**src/rtl/freemode_queue_pkg.sv**
```systemverilog
// Shared constants for the queued free-play mode: tone table, FSM states, width helper.
package freemode_queue_pkg;

  localparam int unsigned MAX_KEYS = 12;
  localparam int unsigned TW       = $clog2(MAX_KEYS);
  localparam int unsigned HALF_W   = 18;

  typedef logic [HALF_W-1:0] half_t;
  typedef half_t tone_tbl_t [MAX_KEYS];

  // Half-periods in clk cycles at octave 0 for a 100 MHz clock, C4..G5 diatonic.
  localparam tone_tbl_t TONE_HALF_DEFAULT = '{
    18'd191110, 18'd170265, 18'd151685, 18'd143172, 18'd127551, 18'd113636,
    18'd101239, 18'd95555,  18'd85131,  18'd75843,  18'd71586,  18'd63776
  };

  typedef enum logic [1:0] {
    ST_IDLE = 2'd0,
    ST_LOAD = 2'd1,
    ST_PLAY = 2'd2,
    ST_GAP  = 2'd3
  } state_e;

  // Index width that never collapses to zero bits.
  function automatic int unsigned idx_w(input int unsigned v);
    return (v > 1) ? $clog2(v) : 1;
  endfunction

endpackage

```
**src/rtl/freemode_queue_tone_gen.sv**
```systemverilog
// Square-wave generator: toggles every `half` enabled cycles, cleared to low.
module tone_gen
  import freemode_queue_pkg::*;
#(
  parameter int unsigned W = HALF_W
) (
  input  logic         clk,
  input  logic         rst,
  input  logic         clr,
  input  logic         en,
  input  logic [W-1:0] half,
  output logic         wave
);

  logic [W-1:0] cnt_q, cnt_d;
  logic         wave_q, wave_d;

  // Next-state: count enabled cycles, toggle and restart at half-1.
  always_comb begin
    cnt_d  = cnt_q;
    wave_d = wave_q;
    if (clr) begin
      cnt_d  = '0;
      wave_d = 1'b0;
    end else if (en) begin
      if (({1'b0, cnt_q} + 1'b1) >= {1'b0, half}) begin
        cnt_d  = '0;
        wave_d = ~wave_q;
      end else begin
        cnt_d = cnt_q + 1'b1;
      end
    end
  end

  // Counter and output registers.
  always_ff @(posedge clk) begin
    if (rst) begin
      cnt_q  <= '0;
      wave_q <= 1'b0;
    end else begin
      cnt_q  <= cnt_d;
      wave_q <= wave_d;
    end
  end

  always_comb wave = wave_q;

endmodule

```
**src/rtl/freemode_queue.sv**
```systemverilog
// Queued free-play mode: captures key hits into a FIFO and plays them back in order.
module freemode_queue
  import freemode_queue_pkg::*;
#(
  parameter int unsigned NUM_KEYS       = 7,
  parameter int unsigned LEN_KEYS       = 4,
  parameter int unsigned NUM_OCTAVES    = 3,
  parameter int unsigned OCT_DEFAULT    = 1,
  parameter int unsigned DEPTH          = 8,
  parameter int unsigned TICK_DIV       = 100000,
  parameter int unsigned LEN_UNIT_TICKS = 125,
  parameter int unsigned GAP_TICKS      = 20,
  parameter tone_tbl_t   TONE_HALF      = TONE_HALF_DEFAULT
) (
  input  logic                            clk,
  input  logic                            rst,
  input  logic                            en,
  input  logic                            hit,
  input  logic                            oct_up,
  input  logic                            oct_down,
  input  logic [NUM_KEYS-1:0]             note_key,
  input  logic [LEN_KEYS-1:0]             length_key,
  output logic [NUM_KEYS-1:0]             led,
  output logic                            buzzer,
  output logic [idx_w(NUM_OCTAVES)-1:0]   octave,
  output logic                            playing,
  output logic [$clog2(DEPTH):0]          q_count,
  output logic                            overflow
);

  localparam int unsigned NW = idx_w(NUM_KEYS);
  localparam int unsigned OW = idx_w(NUM_OCTAVES);
  localparam int unsigned LW = $clog2(LEN_KEYS + 1);
  localparam int unsigned AW = $clog2(DEPTH);
  localparam int unsigned PW = idx_w(TICK_DIV);
  localparam int unsigned DW = $clog2(LEN_KEYS * LEN_UNIT_TICKS + 1);
  localparam int unsigned GW = idx_w(GAP_TICKS + 1);

  typedef struct packed {
    logic          rest;
    logic [NW-1:0] note;
    logic [OW-1:0] oct;
    logic [LW-1:0] len;
  } entry_t;

  logic          hit_prev_q, up_prev_q, dn_prev_q;
  logic          hit_ev, up_ev, dn_ev;
  logic [OW-1:0] oct_q, oct_d;
  logic          cap_valid_q, cap_valid_d;
  entry_t        cap_q, cap_d;
  logic [NW-1:0] note_idx;
  logic [LW-1:0] len_idx;

  entry_t        mem_q [DEPTH];
  entry_t        mem_d [DEPTH];
  logic [AW-1:0] wr_q, wr_d, rd_q, rd_d;
  logic [AW:0]   cnt_q, cnt_d;
  logic          ovf_q, ovf_d;
  logic          full, push_ok, pop;

  logic [PW-1:0] pre_q, pre_d;
  logic          tick;

  state_e        state_q, state_d;
  entry_t        cur_q, cur_d;
  half_t         half_q, half_d;
  logic [DW-1:0] dur_q, dur_d, dur_tgt;
  logic [GW-1:0] gap_q, gap_d;
  logic          tone_clr, tone_en, tone_wave;

  // Edge events, octave update and capture of the key entry.
  always_comb begin
    hit_ev = hit & ~hit_prev_q;
    up_ev  = oct_up & ~up_prev_q;
    dn_ev  = oct_down & ~dn_prev_q;

    oct_d = oct_q;
    if (en && up_ev && !dn_ev && (oct_q != OW'(NUM_OCTAVES - 1))) begin
      oct_d = oct_q + 1'b1;
    end else if (en && dn_ev && !up_ev && (oct_q != '0)) begin
      oct_d = oct_q - 1'b1;
    end

    note_idx = '0;
    for (int unsigned i = NUM_KEYS; i > 0; i--) begin
      if (note_key[i-1]) note_idx = NW'(i - 1);
    end
    len_idx = '0;
    for (int unsigned j = LEN_KEYS; j > 0; j--) begin
      if (length_key[j-1]) len_idx = LW'(j - 1);
    end

    cap_valid_d = en & hit_ev;
    cap_d       = cap_q;
    if (hit_ev) begin
      cap_d.rest = (note_key == '0);
      cap_d.note = note_idx;
      cap_d.oct  = oct_q;
      cap_d.len  = (length_key == '0) ? LW'(1) : (len_idx + 1'b1);
    end
  end

  // Free-running prescaler producing the timing tick.
  always_comb begin
    tick  = (pre_q == PW'(TICK_DIV - 1));
    pre_d = tick ? '0 : (pre_q + 1'b1);
  end

  // Player FSM: pop in IDLE, compute tone in LOAD, time note in PLAY, silence in GAP.
  always_comb begin
    state_d  = state_q;
    cur_d    = cur_q;
    half_d   = half_q;
    dur_d    = dur_q;
    gap_d    = gap_q;
    pop      = 1'b0;
    tone_clr = 1'b1;
    tone_en  = 1'b0;
    dur_tgt  = DW'(cur_q.len) * DW'(LEN_UNIT_TICKS);
    unique case (state_q)
      ST_IDLE: begin
        if (cnt_q != '0) begin
          pop     = 1'b1;
          cur_d   = mem_q[rd_q];
          state_d = ST_LOAD;
        end
      end
      ST_LOAD: begin
        half_d  = TONE_HALF[TW'(cur_q.note)] >> cur_q.oct;
        dur_d   = '0;
        gap_d   = '0;
        state_d = ST_PLAY;
      end
      ST_PLAY: begin
        tone_clr = 1'b0;
        tone_en  = ~cur_q.rest;
        if (tick) begin
          if ((dur_q + 1'b1) == dur_tgt) begin
            state_d = (GAP_TICKS == 0) ? ST_IDLE : ST_GAP;
            gap_d   = '0;
          end else begin
            dur_d = dur_q + 1'b1;
          end
        end
      end
      ST_GAP: begin
        if (tick) begin
          if ((gap_q + 1'b1) == GW'(GAP_TICKS)) state_d = ST_IDLE;
          else                                  gap_d   = gap_q + 1'b1;
        end
      end
      default: state_d = ST_IDLE;
    endcase
    if (!en) begin
      state_d = ST_IDLE;
      pop     = 1'b0;
    end
  end

  // FIFO bookkeeping; a push into a full queue is still taken when a pop frees a slot.
  always_comb begin
    mem_d   = mem_q;
    wr_d    = wr_q;
    rd_d    = rd_q;
    cnt_d   = cnt_q;
    ovf_d   = ovf_q;
    full    = (cnt_q == (AW + 1)'(DEPTH));
    push_ok = cap_valid_q & (~full | pop);
    if (push_ok) begin
      mem_d[wr_q] = cap_q;
      wr_d        = wr_q + 1'b1;
    end
    if (pop) rd_d = rd_q + 1'b1;
    if (cap_valid_q && !push_ok) ovf_d = 1'b1;
    if (push_ok && !pop)      cnt_d = cnt_q + 1'b1;
    else if (!push_ok && pop) cnt_d = cnt_q - 1'b1;
    if (!en) begin
      wr_d  = '0;
      rd_d  = '0;
      cnt_d = '0;
      ovf_d = 1'b0;
    end
  end

  // FIFO storage needs no reset: occupancy is carried by the pointers.
  always_ff @(posedge clk) begin
    mem_q <= mem_d;
  end

  // Control and datapath registers.
  always_ff @(posedge clk) begin
    if (rst) begin
      hit_prev_q  <= 1'b0;
      up_prev_q   <= 1'b0;
      dn_prev_q   <= 1'b0;
      oct_q       <= OW'(OCT_DEFAULT);
      cap_valid_q <= 1'b0;
      cap_q       <= '0;
      wr_q        <= '0;
      rd_q        <= '0;
      cnt_q       <= '0;
      ovf_q       <= 1'b0;
      pre_q       <= '0;
      state_q     <= ST_IDLE;
      cur_q       <= '0;
      half_q      <= '0;
      dur_q       <= '0;
      gap_q       <= '0;
    end else begin
      hit_prev_q  <= hit;
      up_prev_q   <= oct_up;
      dn_prev_q   <= oct_down;
      oct_q       <= oct_d;
      cap_valid_q <= cap_valid_d;
      cap_q       <= cap_d;
      wr_q        <= wr_d;
      rd_q        <= rd_d;
      cnt_q       <= cnt_d;
      ovf_q       <= ovf_d;
      pre_q       <= pre_d;
      state_q     <= state_d;
      cur_q       <= cur_d;
      half_q      <= half_d;
      dur_q       <= dur_d;
      gap_q       <= gap_d;
    end
  end

  tone_gen #(
    .W (HALF_W)
  ) u_tone (
    .clk  (clk),
    .rst  (rst),
    .clr  (tone_clr),
    .en   (tone_en),
    .half (half_q),
    .wave (tone_wave)
  );

  // Output decode from registered state.
  always_comb begin
    led      = '0;
    if ((state_q == ST_PLAY) && !cur_q.rest) led = NUM_KEYS'(1) << cur_q.note;
    buzzer   = tone_wave & (state_q == ST_PLAY) & ~cur_q.rest;
    octave   = oct_q;
    playing  = (state_q != ST_IDLE);
    q_count  = cnt_q;
    overflow = ovf_q;
  end

endmodule

```
**config.mk**
```make
export PLATFORM = sky130hd
export DESIGN_NAME = freemode_queue
export DESIGN_NICKNAME = d
export VERILOG_FILES = /design/src/rtl/freemode_queue_pkg.sv /design/src/rtl/freemode_queue_tone_gen.sv /design/src/rtl/freemode_queue.sv
export SDC_FILE = /design/constraint.sdc
export NUM_CORES = 1
export LEC_CHECK = 0
export ABC_CLOCK_PERIOD_IN_PS = 5560
export CAP_MARGIN = 20
export CORE_ASPECT_RATIO = 1.25
export CORE_MARGIN = 8
export CORE_UTILIZATION = 55
export CTS_CLUSTER_SIZE = 24
export DETAILED_ROUTE_END_ITERATION = 16
export GPL_TIMING_DRIVEN = 0
export PLACE_DENSITY = 0.85
export SYNTH_ARGS = -nofsm -noshare
export SYNTH_HDL_FRONTEND = slang
export SYNTH_SLANG_ARGS = --single-unit
```
**constraint.sdc**
```tcl
create_clock -name clk -period 5.56 [get_ports clk]
set_input_delay 0.834 -clock clk [delete_from_list [all_inputs] [get_ports clk]]
set_output_delay 0.834 -clock clk [all_outputs]
set_load 0.02 [all_outputs]
```
# [Word-level counts from Yosys, hierarchy flattened]
# Memories as Yosys holds them, arrays and structs flattened.
# Cells that the tools add are included.
[classes] n_mul=1 n_eq_ne=15 order_cmp=5 n_shift=2 n_bitwise=19 add_sub_neg=12 mux=44 reduce_logical=34
[op_table] op="bitwise mux 72 bit" count=1
[op_table] op="2-to-1 mux 18 bit" count=3
[op_table] op="2-to-1 mux 9 bit" count=5
[op_table] op="2-to-1 mux 3 bit" count=11
[op_table] op="binary-select mux 9 bit (select 3 bit)" count=1
[op_table] op="demux 9 bit (select 3 bit)" count=1
[op_table] op="2-to-1 mux 5 bit" count=4
[op_table] op="adder 18 x 1 -> 19 bit (second input constant)" count=1
[op_table] op="greater-or-equal comparator 19 x 18 -> 1 bit" count=1
[op_table] op="adder 18 x 1 -> 18 bit (second input constant)" count=1
[op_table] op="case mux 9 bit (2 select lines)" count=1
[op_table] op=">> shifter 18 x 2 -> 18 bit" count=1
[op_table] op="adder 17 x 1 -> 17 bit (second input constant)" count=1
[op_table] op="equality test 17 bit (second input constant)" count=1
[op_table] op="2-to-1 mux 2 bit" count=8
[op_table] op="inequality test 2 bit (second input constant)" count=8
[op_table] op="case mux 5 bit (3 select lines)" count=1
[op_table] op="logical AND 1 bit" count=11
[op_table] op="AND reduction 5 bit" count=2
[op_table] op="nonzero test 2 bit" count=5
[op_table] op="adder 3 x 1 -> 3 bit (second input constant)" count=3
[op_table] op="adder 9 x 1 -> 9 bit (second input constant)" count=1
[op_table] op="equality test 9 bit" count=1
[op_table] op="multiplier 3 x 7 -> 9 bit (second input constant)" count=1
[op_table] op="other kinds (31)" count=58
[word_totals] wordCells=189 inputBits=17 out_inout_bits=16 ff_bits=177 romBits=288 mem_count=1
[memory_table] name="(name not given)" words=16 word_bits=18 read_ports=1 rd_ports_with_merged_regs=0 write_ports=0 line_no="freemode_queue.sv:129" text="half_d = TONE_HALF[TW'(cur_q.note)] >> cur_q.oct;"

# [Depth between registers and ports, before layout]
[depth] ltp_word=10 depth_mapped=15 ltp_nobuf=13

# [Hierarchy]
# From an unflattened synthesis, not the netlist that was laid out.
[hier_totals] cells_unflattened=934 area_unflattened_um2=9450.3
[by_module_without_submodules] module="freemode_queue" seq_area_each_um2=3883.7 instances=1 cells_each=717 area_per_inst_um2=7756.2
[by_module_without_submodules] module="tone_gen" seq_area_each_um2=380.4 instances=1 cells_each=217 area_per_inst_um2=1694.1

# [Worst setup path after synthesis]
# No wires, ideal clock.
[synth_path] path_type="reg2reg" from="register cur_q[1] (netlist bit)" to="register gap_q[3]" n_path_buf=0 required_time_ps=5476 arrival_ps=3335 setup_slack_ps=2141 path_stages_with_launch=9 setup_ps=84 synth_period_minus_slack_ps=3419 path_cell_list="dfxtp_1 -> fa_1 -> fa_1 -> fa_1 -> o41ai_1 -> o21ai_2 -> o31a_1 -> or3_4 -> o31ai_2"
[synth_via] elab_chain_len=4
[synth_rtl] element="from (decl)" line_no="freemode_queue.sv:65" text="entry_t cur_q, cur_d;"
[synth_rtl] element="from (signal assigned)" line_no="freemode_queue.sv:222" text="cur_q <= cur_d;"
[synth_rtl] element="multiplier 3 x 7 -> 9 bit" line_no="freemode_queue.sv:119" text="dur_tgt = DW'(cur_q.len) * DW'(LEN_UNIT_TICKS);"
[synth_rtl] element="equality test 9 bit" line_no="freemode_queue.sv:138" text="if ((dur_q + 1'b1) == dur_tgt) begin"
[synth_rtl] element="inequality test 2 bit (no line)"
[synth_rtl] element="AND reduction 5 bit (no line)"
[synth_rtl] element="to (signal assigned)" line_no="freemode_queue.sv:225" text="gap_q <= gap_d;"
[synth_rtl] element="to (decl)" line_no="freemode_queue.sv:68" text="logic [GW-1:0] gap_q, gap_d;"
# Every way passes these cells.
# A chain may end at the register's enable or synchronous reset.

# [Final worst setup path]
[layout_path] from="register state_q[0]" to="output port led[5]"
[layout_via] elab_chain_len=3
[layout_rtl] element="from (decl)" line_no="freemode_queue.sv:64" text="state_e state_q, state_d;"
[layout_rtl] element="from (signal assigned)" line_no="freemode_queue.sv:221" text="state_q <= state_d;"
[layout_rtl] element="equality test 2 bit" line_no="freemode_queue.sv:243" text="if ((state_q == ST_PLAY) && !cur_q.rest) led = NUM_KEYS'(1) << cur_q.note;"
[layout_rtl] element="logical AND 1 bit" line_no="freemode_queue.sv:243"
[layout_rtl] element="2-to-1 mux 7 bit" line_no="freemode_queue.sv:243"
[layout_rtl] element="to (decl)" line_no="freemode_queue.sv:23" text="output logic [NUM_KEYS-1:0] led,"
# Every way passes these cells.

==> impl_metrics.py <==
metrics = {
    "pwr": {
        "power.switching_mw": 0.9563,
        "power.internal_mw": 2.404,
        "powerDensity_nw_per_um2": 321.5,
        "p_sw_frac": 0.2846,
        "clkPwrFrac": 0.381,
        "p_seq_frac": 0.424,
        "p_leak_nw": 3.709,
        "combPwrFrac": 0.195,
        "ir_drop_uv": 268.5,
    },
    "placed_design": {
        "io_buffers": 31,
        "post-place-cells": 1167,
        "routabilityCongestion": 0.9182,
        "hpwlAfterDp_mm": 14.14,
        "post-place-ws_ns": 1.528,
    },
    "clock_network": {
        "numCtsBuffers": 17,
        "root_buffer": "clkbuf_16",
        "cts_num_sinks": 177,
        "cts_max_level": 4,
        "clockBufferDepth": 2,
        "clock_latency_ns": 0.44,
        "hold_buffers": 0,
        "cts_tree": "done",
        "clk_pin_slew_ns": 0.07,
        "cts_resized": 0,
        "post_cts_buffers": 0,
    },
    "floorplan": {
        "num_io_pins": 33,
        "dieArea_sq_um": 21210,
        "num_rows": 53,
        "die_h_microns": 160.8,
        "chipWidth_microns": 131.9,
        "core_sq_um": 16640,
        "initial_core_util": 0.5546,
    },
    "yosys": {
        "ys_top_cells_by_area": "edfxtp_1 (23%), dfxtp_1 (23%), ha_1 (6.6%)",
        "postSynthCellCount": 916,
        "yosysWarnings": 0,
        "async_reset_ff_frac": 0,
        "netlist.area_leader.share": 0.2342,
        "ys_seq_elements": 177,
        "synthFlopType": "dfxtp_1",
        "synth-edff-count": 72,
        "ys_types": 66,
        "synth_area_leader_cell": "edfxtp_1",
        "syn-num-nets": 987,
        "ys_seq_area_frac": 0.4619,
        "synth_area_per_cell_sq_um": 10.08,
        "syn_area_sq_um": 9231,
    },
    "critical_path": {
        "cp_max_fo": 10,
        "arrival_ns": 3.54,
        "cpPeakStageDelay_ns": 0.61,
        "endpoint_kind": "output port",
        "r2r_setup_slack_ns": 1.34,
        "required_ns": 4.73,
        "critPathKind": "register to output port",
        "path_cells": "inv_1 > ha_1 > clkbuf_1 > inv_1 > nor2_1 > clkbuf_1 > and3_1 > clkdlybuf4s50_1",
        "slowest_stage": "clkdlybuf4s50_1",
        "cp-start-kind": "register",
    },
    "sta": {
        "min_period_ns": 4.378,
        "fin_ws_ns": 1.182,
        "rsz0062_at_grt": "no",
        "finalHoldViolCount": 0,
        "finalCritPeriodShare": 0.7874,
        "worst_clock_skew_ns": 0.01084,
        "slew_violations": 0,
        "relSlewSlack": 0.2683,
        "setup_viol": 0,
        "tightest_slew_ns": 1.093,
        "fin_setup_tns_ns": 0,
        "fmax_mhz": 228.4,
    },
    "layout": {
        "area_growth_pct": 13.23,
        "n_fill_cell": 1255,
        "layout.nets": 1037,
        "mostFrequentLayoutCells": "dfxtp_1 (105), nor2_1 (102), edfxtp_1 (72)",
        "final_util": 0.6280,
        "diodes": 0,
        "drive_gt1_frac": 0.07661,
        "final_common_cell": "dfxtp_1",
        "final_cells": 1199,
    },
    "global_routing": {
        "antenna_found_initial": 0,
        "track_usage": 0.1938,
        "first_global_vias": 6995,
        "grt_pass1_wl_mm": 33.53,
        "overflow": 0,
        "grt_max_degree": 17,
    },
    "route": {
        "vias_per_cell": 5.687,
        "wl_per_cell_microns": 16.72,
        "initialDrtViolationCount": 423,
        "remaining_drc_errors": 0,
        "wl_mm": 20.05,
        "ant_nets": 0,
        "vias": 6819,
        "dr.pass1.iters": 5,
    },
    "worst_hold_path": {
        "min_path_type": "register to register",
    },
    "status": {
        "status": "completed",
    },
    "flow_run": {
        "maxCapViolations": 0,
    },
}
final timing paths:
path                                                    from                       endpoint  cells after the start
worst min-delay path                     pre_q[0]$_SDFF_PP0_            pre_q[0]$_SDFF_PP0_                      1
worst max register to register  u_tone.cnt_q[0]$_SDFFE_PP0P_  u_tone.cnt_q[14]$_SDFFE_PP0P_                     14
worst min register to register           pre_q[0]$_SDFF_PP0_            pre_q[0]$_SDFF_PP0_                      1
worst max-delay path                 state_q[0]$_SDFFE_PP0P_                         led[5]                      8
power groups by stage:
stage	Clock, mW	Combinational (mW)	Sequential, mW
finish	1.28	0.655	1.43
global route	1.33	0.727	1.43
CTS	1.28	0.650	1.43
detailed placement	0	0.638	1.45
global placement	0	0.624	1.45
floorplan	0	0.490	1.44
per-stage QoR:
| step | power (mW) | cell area (sq um) | hold WS (ns) |
|---|---|---|---|
| 2_1_floorplan | 1.934 | 9231 | 0.4298 |
| 3_3_place_gp | 2.075 | 9817 | 0.4389 |
| 3_5_place_dp | 2.092 | 9827 | 0.4532 |
| 4_1_cts | 3.355 | 10450 | 0.4691 |
| 5_1_grt | 3.484 | 10450 | 0.4809 |
| 6_report | 3.361 | 10450 | 0.4624 |
registers in the layout, indices dropped and copies added (netlist names), 2 cells and up:
register      flops
q_count           4
mem_q            72
half_q           18
dur_q             9
wr_q              3
cap_q             9
rd_q              3
pre_q            17
u_tone.cnt_q     18
gap_q             5
octave            2
cur_q             9
state_q           2
worst max-delay path, delay by kind of cell, from the launching register on:
| kind | cells | cell delay [ns] |
|---|---|---|
| and+or+nand+nor | 2 | 0.81 |
| adders and majority gates | 1 | 0.15 |
| buffers and inverters | 5 | 1.80 |
| DFF | 1 | 0.35 |
cell usage after synthesis (6+ instances only):
| master | count |
|---|---|
| inv_1 | 39 |
| or2_2 | 7 |
| nor3_1 | 20 |
| a21o_1 | 16 |
| nand3_1 | 42 |
| buf_1 | 6 |
| xnor2_1 | 27 |
| and3_1 | 13 |
| a31oi_1 | 11 |
| nor2b_1 | 11 |
| ha_1 | 49 |
| a21oi_1 | 50 |
| a211oi_1 | 22 |
| nand4_1 | 7 |
| o21ai_0 | 32 |
| nor2_1 | 102 |
| or3_1 | 8 |
| nand2_1 | 65 |
| mux2i_1 | 32 |
| clkbuf_1 | 35 |
| xor2_1 | 22 |
| nand2b_1 | 20 |
| edfxtp_1 | 72 |
| dfxtp_1 | 105 |
| mux4_2 | 18 |
logic make-up after synthesis:
family	after synthesis	share of synthesized area
compound gates	171	0.1216
xor+xnor	50	0.04893
fa+ha+maj	54	0.07726
buf+inv	86	0.03565
flops	177	0.4619
mux	52	0.08105
simple gates	326	0.1736
layout make-up:
class	instances	area, sq um	area share
inverter	40	150.1	0.01436
clock buffer	19	442.9	0.04238
clock inverter	13	182.7	0.01748
buffer	46	178.9	0.01712
multi-input combinational	653	4648	0.4447
sequential	177	4264	0.4079
timing repair buffer	31	310.3	0.02969
tap	220	275.3	0.02633
per-layer routing:
layer / GRT usage / vias up / wire, microns
met4: 0.07797 / 0 / 480
li1: - / 3385 / -
met1: 0.2065 / 3246 / 8061
met5: 0 / - / 0
met2: 0.3667 / 149 / 10760
met3: 0.03531 / 39 / 746
Power figures use the tool's default switching activity.
